===== src/rtl/dmem_arbiter_pkg.sv =====
// Shared definitions for the data-memory arbiter slice.
// Default bus widths, owner encoding and grant select type.
package cpu16_pkg;

    localparam int ADDR_W = 16;
    localparam int DATA_W = 16;

    localparam logic OWN_CPU = 1'b0;
    localparam logic OWN_DMA = 1'b1;

    typedef enum logic [1:0] {
        GNT_NONE = 2'd0,
        GNT_CPU  = 2'd1,
        GNT_DMA  = 2'd2
    } gnt_sel_e;

endpackage


===== src/rtl/dmem_arbiter_if.sv =====
// Requester, memory and status signals of the data-memory arbiter.
// The slave side is the arbiter; the master side is its environment.
interface dmem_arbiter_if
    import cpu16_pkg::*;
#(
    parameter int AW = ADDR_W,
    parameter int DW = DATA_W
);
    logic          cpu_req;
    logic          cpu_we;
    logic [AW-1:0] cpu_addr;
    logic [DW-1:0] cpu_wdata;
    logic          cpu_gnt;
    logic          cpu_stall;
    logic          cpu_rvalid;
    logic [DW-1:0] cpu_rdata;

    logic          dma_req;
    logic          dma_we;
    logic [AW-1:0] dma_addr;
    logic [DW-1:0] dma_wdata;
    logic          dma_gnt;
    logic          dma_rvalid;
    logic [DW-1:0] dma_rdata;

    logic          mem_en;
    logic          mem_we;
    logic [AW-1:0] mem_addr;
    logic [DW-1:0] mem_wdata;
    logic [DW-1:0] mem_rdata;

    logic [15:0]   conflict_cnt;

    modport slave (
        input  cpu_req, cpu_we, cpu_addr, cpu_wdata,
        output cpu_gnt, cpu_stall, cpu_rvalid, cpu_rdata,
        input  dma_req, dma_we, dma_addr, dma_wdata,
        output dma_gnt, dma_rvalid, dma_rdata,
        output mem_en, mem_we, mem_addr, mem_wdata,
        input  mem_rdata,
        output conflict_cnt
    );

    modport master (
        output cpu_req, cpu_we, cpu_addr, cpu_wdata,
        input  cpu_gnt, cpu_stall, cpu_rvalid, cpu_rdata,
        output dma_req, dma_we, dma_addr, dma_wdata,
        input  dma_gnt, dma_rvalid, dma_rdata,
        input  mem_en, mem_we, mem_addr, mem_wdata,
        output mem_rdata,
        input  conflict_cnt
    );

endinterface


===== src/rtl/dmem_arbiter_starve_counter.sv =====
// Counts consecutive cycles the DMA requester is refused and raises
// dma_prio once it has waited MAX_WAIT cycles in a row.
module starve_counter #(
    parameter int MAX_WAIT = 4
) (
    input  logic clk,
    input  logic reset,
    input  logic dma_req,
    input  logic dma_gnt,
    output logic dma_prio
);

    localparam logic [3:0] WAIT_LIM = 4'(MAX_WAIT);

    logic [3:0] wait_cnt;

    assign dma_prio = (wait_cnt == WAIT_LIM);

    always_ff @(posedge clk or negedge reset) begin
        if (!reset) begin
            wait_cnt <= 4'd0;
        end else if (!dma_req || dma_gnt) begin
            wait_cnt <= 4'd0;
        end else if (wait_cnt != WAIT_LIM) begin
            wait_cnt <= wait_cnt + 4'd1;
        end
    end

endmodule


===== src/rtl/dmem_arbiter.sv =====
// Single-port data memory arbiter: CPU priority with a bounded DMA wait,
// one-cycle read return steered to the owner of the pending read.
module dmem_arbiter
    import cpu16_pkg::*;
#(
    parameter int ADDR_W   = cpu16_pkg::ADDR_W,
    parameter int DATA_W   = cpu16_pkg::DATA_W,
    parameter int MAX_WAIT = 4
) (
    input logic           clk,
    input logic           reset,
    dmem_arbiter_if.slave bus
);

    gnt_sel_e    sel;
    logic        dma_prio;
    logic        take_cpu;
    logic        take_dma;
    logic        rd_pend;
    logic        rd_own;
    logic        nxt_we;
    logic [ADDR_W-1:0] nxt_addr;
    logic [DATA_W-1:0] nxt_wdata;
    logic [15:0] conflict_cnt;

    // Conditions are made disjoint so the one-hot decode below holds.
    assign take_dma = reset & bus.dma_req
                    & (dma_prio | ~bus.cpu_req);
    assign take_cpu = reset & bus.cpu_req
                    & ~(dma_prio & bus.dma_req);

    always_comb begin
        sel = GNT_NONE;
        unique case (1'b1)
            take_dma: sel = GNT_DMA;
            take_cpu: sel = GNT_CPU;
            default:  sel = GNT_NONE;
        endcase
    end

    always_comb begin
        nxt_we    = 1'b0;
        nxt_addr  = '0;
        nxt_wdata = '0;
        unique case (sel)
            GNT_CPU: begin
                nxt_we    = bus.cpu_we;
                nxt_addr  = bus.cpu_addr;
                nxt_wdata = bus.cpu_wdata;
            end
            GNT_DMA: begin
                nxt_we    = bus.dma_we;
                nxt_addr  = bus.dma_addr;
                nxt_wdata = bus.dma_wdata;
            end
            default: ;
        endcase
    end

    assign bus.cpu_gnt   = (sel == GNT_CPU);
    assign bus.dma_gnt   = (sel == GNT_DMA);
    assign bus.cpu_stall = bus.cpu_req & ~bus.cpu_gnt;
    assign bus.mem_en    = (sel != GNT_NONE);
    assign bus.mem_we    = nxt_we;
    assign bus.mem_addr  = nxt_addr;
    assign bus.mem_wdata = nxt_wdata;

    starve_counter #(
        .MAX_WAIT (MAX_WAIT)
    ) u_starve (
        .clk      (clk),
        .reset    (reset),
        .dma_req  (bus.dma_req),
        .dma_gnt  (bus.dma_gnt),
        .dma_prio (dma_prio)
    );

    always_ff @(posedge clk or negedge reset) begin
        if (!reset) begin
            rd_pend <= 1'b0;
            rd_own  <= OWN_CPU;
        end else begin
            rd_pend <= bus.mem_en & ~bus.mem_we;
            rd_own  <= bus.dma_gnt ? OWN_DMA : OWN_CPU;
        end
    end

    assign bus.cpu_rvalid = rd_pend & (rd_own == OWN_CPU);
    assign bus.dma_rvalid = rd_pend & (rd_own == OWN_DMA);
    assign bus.cpu_rdata  = bus.cpu_rvalid ? bus.mem_rdata : '0;
    assign bus.dma_rdata  = bus.dma_rvalid ? bus.mem_rdata : '0;

    always_ff @(posedge clk or negedge reset) begin
        if (!reset) begin
            conflict_cnt <= 16'd0;
        end else if (bus.cpu_req && bus.dma_req
                     && conflict_cnt != 16'hFFFF) begin
            conflict_cnt <= conflict_cnt + 16'd1;
        end
    end

    assign bus.conflict_cnt = conflict_cnt;

endmodule

===== src/flat_wrapper.sv =====
// flat-port wrapper written by rule: the top's interface ports become plain ports
module dmem_arbiter_flat import cpu16_pkg::*;
#(
    parameter int ADDR_W   = cpu16_pkg::ADDR_W,
    parameter int DATA_W   = cpu16_pkg::DATA_W,
    parameter int MAX_WAIT = 4
)
  (clk, reset, bus_cpu_req, bus_cpu_we, bus_cpu_addr, bus_cpu_wdata, bus_cpu_gnt, bus_cpu_stall, bus_cpu_rvalid, bus_cpu_rdata, bus_dma_req, bus_dma_we, bus_dma_addr, bus_dma_wdata, bus_dma_gnt, bus_dma_rvalid, bus_dma_rdata, bus_mem_en, bus_mem_we, bus_mem_addr, bus_mem_wdata, bus_mem_rdata, bus_conflict_cnt);
  dmem_arbiter_if bus_i ();
  input logic clk;
  input logic reset;
  input wire logic [$bits(bus_i.cpu_req)-1:0] bus_cpu_req;
  input wire logic [$bits(bus_i.cpu_we)-1:0] bus_cpu_we;
  input wire logic [$bits(bus_i.cpu_addr)-1:0] bus_cpu_addr;
  input wire logic [$bits(bus_i.cpu_wdata)-1:0] bus_cpu_wdata;
  output wire logic [$bits(bus_i.cpu_gnt)-1:0] bus_cpu_gnt;
  output wire logic [$bits(bus_i.cpu_stall)-1:0] bus_cpu_stall;
  output wire logic [$bits(bus_i.cpu_rvalid)-1:0] bus_cpu_rvalid;
  output wire logic [$bits(bus_i.cpu_rdata)-1:0] bus_cpu_rdata;
  input wire logic [$bits(bus_i.dma_req)-1:0] bus_dma_req;
  input wire logic [$bits(bus_i.dma_we)-1:0] bus_dma_we;
  input wire logic [$bits(bus_i.dma_addr)-1:0] bus_dma_addr;
  input wire logic [$bits(bus_i.dma_wdata)-1:0] bus_dma_wdata;
  output wire logic [$bits(bus_i.dma_gnt)-1:0] bus_dma_gnt;
  output wire logic [$bits(bus_i.dma_rvalid)-1:0] bus_dma_rvalid;
  output wire logic [$bits(bus_i.dma_rdata)-1:0] bus_dma_rdata;
  output wire logic [$bits(bus_i.mem_en)-1:0] bus_mem_en;
  output wire logic [$bits(bus_i.mem_we)-1:0] bus_mem_we;
  output wire logic [$bits(bus_i.mem_addr)-1:0] bus_mem_addr;
  output wire logic [$bits(bus_i.mem_wdata)-1:0] bus_mem_wdata;
  input wire logic [$bits(bus_i.mem_rdata)-1:0] bus_mem_rdata;
  output wire logic [$bits(bus_i.conflict_cnt)-1:0] bus_conflict_cnt;
  assign bus_i.cpu_req = bus_cpu_req;
  assign bus_i.cpu_we = bus_cpu_we;
  assign bus_i.cpu_addr = bus_cpu_addr;
  assign bus_i.cpu_wdata = bus_cpu_wdata;
  assign bus_cpu_gnt = bus_i.cpu_gnt;
  assign bus_cpu_stall = bus_i.cpu_stall;
  assign bus_cpu_rvalid = bus_i.cpu_rvalid;
  assign bus_cpu_rdata = bus_i.cpu_rdata;
  assign bus_i.dma_req = bus_dma_req;
  assign bus_i.dma_we = bus_dma_we;
  assign bus_i.dma_addr = bus_dma_addr;
  assign bus_i.dma_wdata = bus_dma_wdata;
  assign bus_dma_gnt = bus_i.dma_gnt;
  assign bus_dma_rvalid = bus_i.dma_rvalid;
  assign bus_dma_rdata = bus_i.dma_rdata;
  assign bus_mem_en = bus_i.mem_en;
  assign bus_mem_we = bus_i.mem_we;
  assign bus_mem_addr = bus_i.mem_addr;
  assign bus_mem_wdata = bus_i.mem_wdata;
  assign bus_i.mem_rdata = bus_mem_rdata;
  assign bus_conflict_cnt = bus_i.conflict_cnt;
  dmem_arbiter #(.ADDR_W(ADDR_W), .DATA_W(DATA_W), .MAX_WAIT(MAX_WAIT)) u_core (.clk(clk), .reset(reset), .bus(bus_i));
endmodule

===== config.mk =====
export PLATFORM = sky130hd
export DESIGN_NAME = dmem_arbiter_flat
export DESIGN_NICKNAME = d
export VERILOG_FILES = /design/src/rtl/dmem_arbiter_pkg.sv /design/src/rtl/dmem_arbiter_if.sv /design/src/rtl/dmem_arbiter_starve_counter.sv /design/src/rtl/dmem_arbiter.sv /design/src/flat_wrapper.sv
export SDC_FILE = /design/constraint.sdc
export NUM_CORES = 1
export LEC_CHECK = 0
export CORE_UTILIZATION = 33
export CTS_CLUSTER_SIZE = 28
export DETAILED_ROUTE_END_ITERATION = 7
export GPL_TIMING_DRIVEN = 0
export PLACE_DENSITY = 0.84
export SYNTH_ARGS = -nofsm -noshare
export SYNTH_HDL_FRONTEND = slang
export SYNTH_SLANG_ARGS = --single-unit

===== constraint.sdc =====
create_clock -name clk -period 4.1 [get_ports clk]
set_input_delay 0.41 -clock clk [delete_from_list [all_inputs] [get_ports clk]]
set_output_delay 0.41 -clock clk [all_outputs]
set_load 0.005 [all_outputs]

==> results.md <==
- Min Hold Slack: roughly 0.13 ns
- Synthesized netlist cell count: approximately 220
- Share of the synthesized area in the top cell type: between 30 and 40%
- HPWL after DPL: 5.72 mm
- Post-route total power: 0.827 mW
- GP Congestion: approximately 0.82
- First-pass GRT wire length: ~11 mm
- Flop pwr share: a little under two fifths
- FP Rows: 26
- Die X: 76.1 µm
- CP Capture Type: primary output
- Final non-filler cell total: between 400 and 500
- Post-DRT Antenna Nets: 0
- Tot GR Track Use: between 20 and 25%
- Cts bufs inserted: 3
- Post-DR wirelength/cell: roughly 15 µm
- WP data arrival: 3.32 ns
- Nets: 487
- CTS tree: done
- Unrepaired setup endpoints after global routing: no
- Clock share of power: 19.2%
- Fmax: around 270 MHz
- Worst-path clk slew: roughly 0.080 ns
- Post-route minimum period: roughly 3.7 ns
- I/O Buffers: around 170
- Post-Syn Area: approximately 1800 µm²
- Register area share after synthesis: a little under a third
- Post-synth EDFFs: 0
- Antenna violations before repair: 0
- DR WL met2: approximately 3.4 mm
- Clk_lat worst skew: roughly 0.27 ns
- Total number of H-tree levels: 1
- Final core occ: a little over two thirds
- Synth area leaders: dfrtp_1, a22oi_1, nor2_1, and3_1, and2_1
- Sw frac: around a third
- Combinational share of power: around 43%
- Main combinational cell family by area after synthesis: simple AND/OR/NAND/NOR gates
- Mean Syn Cell Area: ~8.3 µm²
- Register bit total from synthesis: 22
- Clk sinks: 22
- Clock tree buffer depth: 2
- Total of max-cap violations: 0
- Layout cells sized above 1: under 10%
- Total routed wirelength: between 7 and 8 mm
- Data required, critical path: around 3.7 ns
- Die ar.: 5790 µm²
- CTS root buffer: clkbuf_8
- Detailed-route DRC error count: 0
- Die height: about 76 µm
- FF-to-FF Start: u_core.u_starve.wait_cnt[0]$_DFFE_PN0P_
- Period utilization: 90.9%
- Critical path startpoint category: flip-flop
- Slew margin rel.: between 60% and 70%
- Initial core utilization: between 30% and 40%
- Setup violators final: 0
- P per Cell Area: approximately 230 nW/µm²
- Max-slew violations: 0
- Pint: approximately 0.57 mW
- Placed insts: ~460
- Sw Pwr: between 0.2 and 0.3 mW
- Fill count: 416
- Post-synth top area cell: dfrtp_1
- TritonRoute pass-1 iters: 4
- Via density per instance: between 5 and 6
- Compound-Gate Fraction of Synth Area: approximately a fifth
- Layout area overhead: 103%
- First DRT Iteration DRCs: 68
- Met1 Wirelength: 2.98 mm
- Routed met3 length: roughly 570 µm
- Setup CP Type: flip-flop to primary output
- P_leak: 1.46 nW
- Largest net degree at the start of global routing: 28
- Unique masters post-synth: 42
- Final instance area: around 3700 µm²
- Post-synthesis xor/xnor area fraction: under 10%
- Commonest cells after routing, fill and taps aside: clkdlybuf4s50_1, nor2_1, a22oi_1
- Mux cell area share after synthesis: roughly 2.1%
- Status: complete, no violations
- Core area: 5200 µm²
- IO Pins: 173
- CP Max Fanout: 10
- Vias: approximately 2,300
- Placement Cell Area: 3620 µm²
- Syn Nets: slightly above 300
- Number of global-route vias before repair: between 2,000 and 2,500
- Synthesis warning total: 0
- Post-synthesis simple-gate area fraction: 35.7%
- Clock Skew: ~0.0044 ns
- Synth Flop Type: dfrtp_1
- Critical path startpoint: u_core.u_starve.wait_cnt[0]$_DFFE_PN0P_
- Worst hold path type: input pin to asynchronous set/reset pin
- Number of antenna diodes: 0
- Highest metal used: met4
- Commonest non-fill, non-tap cell in the layout: clkdlybuf4s50_1
- Pin slew with the least headroom to its limit: 0.562 ns
- Final hold violations: 0
- Grt total ovfl: 0
- Peak VDD IR: about 300 µV
- Fraction of registers with async set/reset: 100%
- Synth Area in Adders: 3.46%
[worst max-delay path, stage by stage (launching register included)]
cell and delay [ns]:
dfrtp_1 0.41, inv_1 0.09, ha_1 0.19, nand3b_1 0.12, a21oi_2 0.36, buf_2 0.29
inv_1 0.07, ha_1 0.27, clkbuf_1 0.26, clkbuf_1 0.37, nor2_1 0.13, clkdlybuf4s50_1 0.48
[Yosys cell counts (5+ instances only)]
master	n
xnor2_1	5
nand3_1	5
a22oi_1	33
nor2_1	35
dfrtp_1	22
xor2_1	7
and2_1	17
and3_1	18
nand2_1	8
o21ai_0	8
ha_1	5
clkbuf_1	11
[through the flow]
step,TNS [ns],setup slack [ns]
global placement,-11.46,-0.414
detailed placement,-12.71,-0.448
CTS,0,0.240
finish,0,0.375
floorplan,0,1.59
global route,0,0.0821
[cell type report]
cell class                      instances  area, µm²  area share [%]
Timing Repair Buffer                  172       1720            46.8
Multi-Input combinational cell        179       1190            32.4
Sequential cell                        22        551            15.0
Tap cell                               70       87.6            2.39
Buffer                                 14       56.3            1.53
Clock buffer                            4       55.1            1.50
Inverter                                4       15.0           0.409
[routing by layer]
metal	up-vias	global-route usage, %
li1	1158	-
met1	1073	28.9
met2	105	42.0
met3	12	6.95
met4	0	6.73
met5	-	0
[state kept, by name, indices dropped and copies added (netlist names)]
name,count
u_core.u_starve.wait_cnt,4
u_core.bus.conflict_cnt,16
u_core.rd_own,1
u_core.rd_pend,1
[path summary, 6_finish.rpt]
path | end | slack [ns] | depth (start not counted)
setup / recovery | bus_mem_wdata[14] | 0.37 | 11
hold reg to reg | u_core.bus.conflict_cnt[0]$_DFFE_PN0P_ | 0.53 | 1
max in group asynchronous | u_core.bus.conflict_cnt[2]$_DFFE_PN0P_ | 3.60 | 1
hold / removal | u_core.bus.conflict_cnt[9]$_DFFE_PN0P_ | 0.13 | 1
min in group clk | u_core.bus.conflict_cnt[0]$_DFFE_PN0P_ | 0.53 | 1
setup reg to reg | u_core.rd_pend$_DFF_PN0_ | 1.70 | 10
[power by group through the flow]
stage	Sequential, mW	Combinational (mW)	Clock [mW]
5_1_grt	0.317	0.390	0.171
2_1_floorplan	0.308	0.126	0
3_3_place_gp	0.312	0.352	0
4_1_cts	0.310	0.363	0.160
6_report	0.309	0.359	0.158
3_5_place_dp	0.314	0.361	0
[what timing repair did]
item,4_1_cts,5_1_grt
hold buffers,0,0
endpoints found under the hold margin,0,0
setup endpoints to repair,33,27
gates resized for setup,3,2
setup buffers,0,0
[cell families (layout without fill, tap and decap cells)]
kind of cell               after synthesis  in the layout
xor gates and xnor gates                12             12
adders and majority gates                5              5
AOI/OAI and AO/OA                       48             48
DFF                                     22             22
muxes                                    3              3
and+or+nand+nor                        111            111
buffers and inverters                   18            194
(Power assumes the default switching activity.)
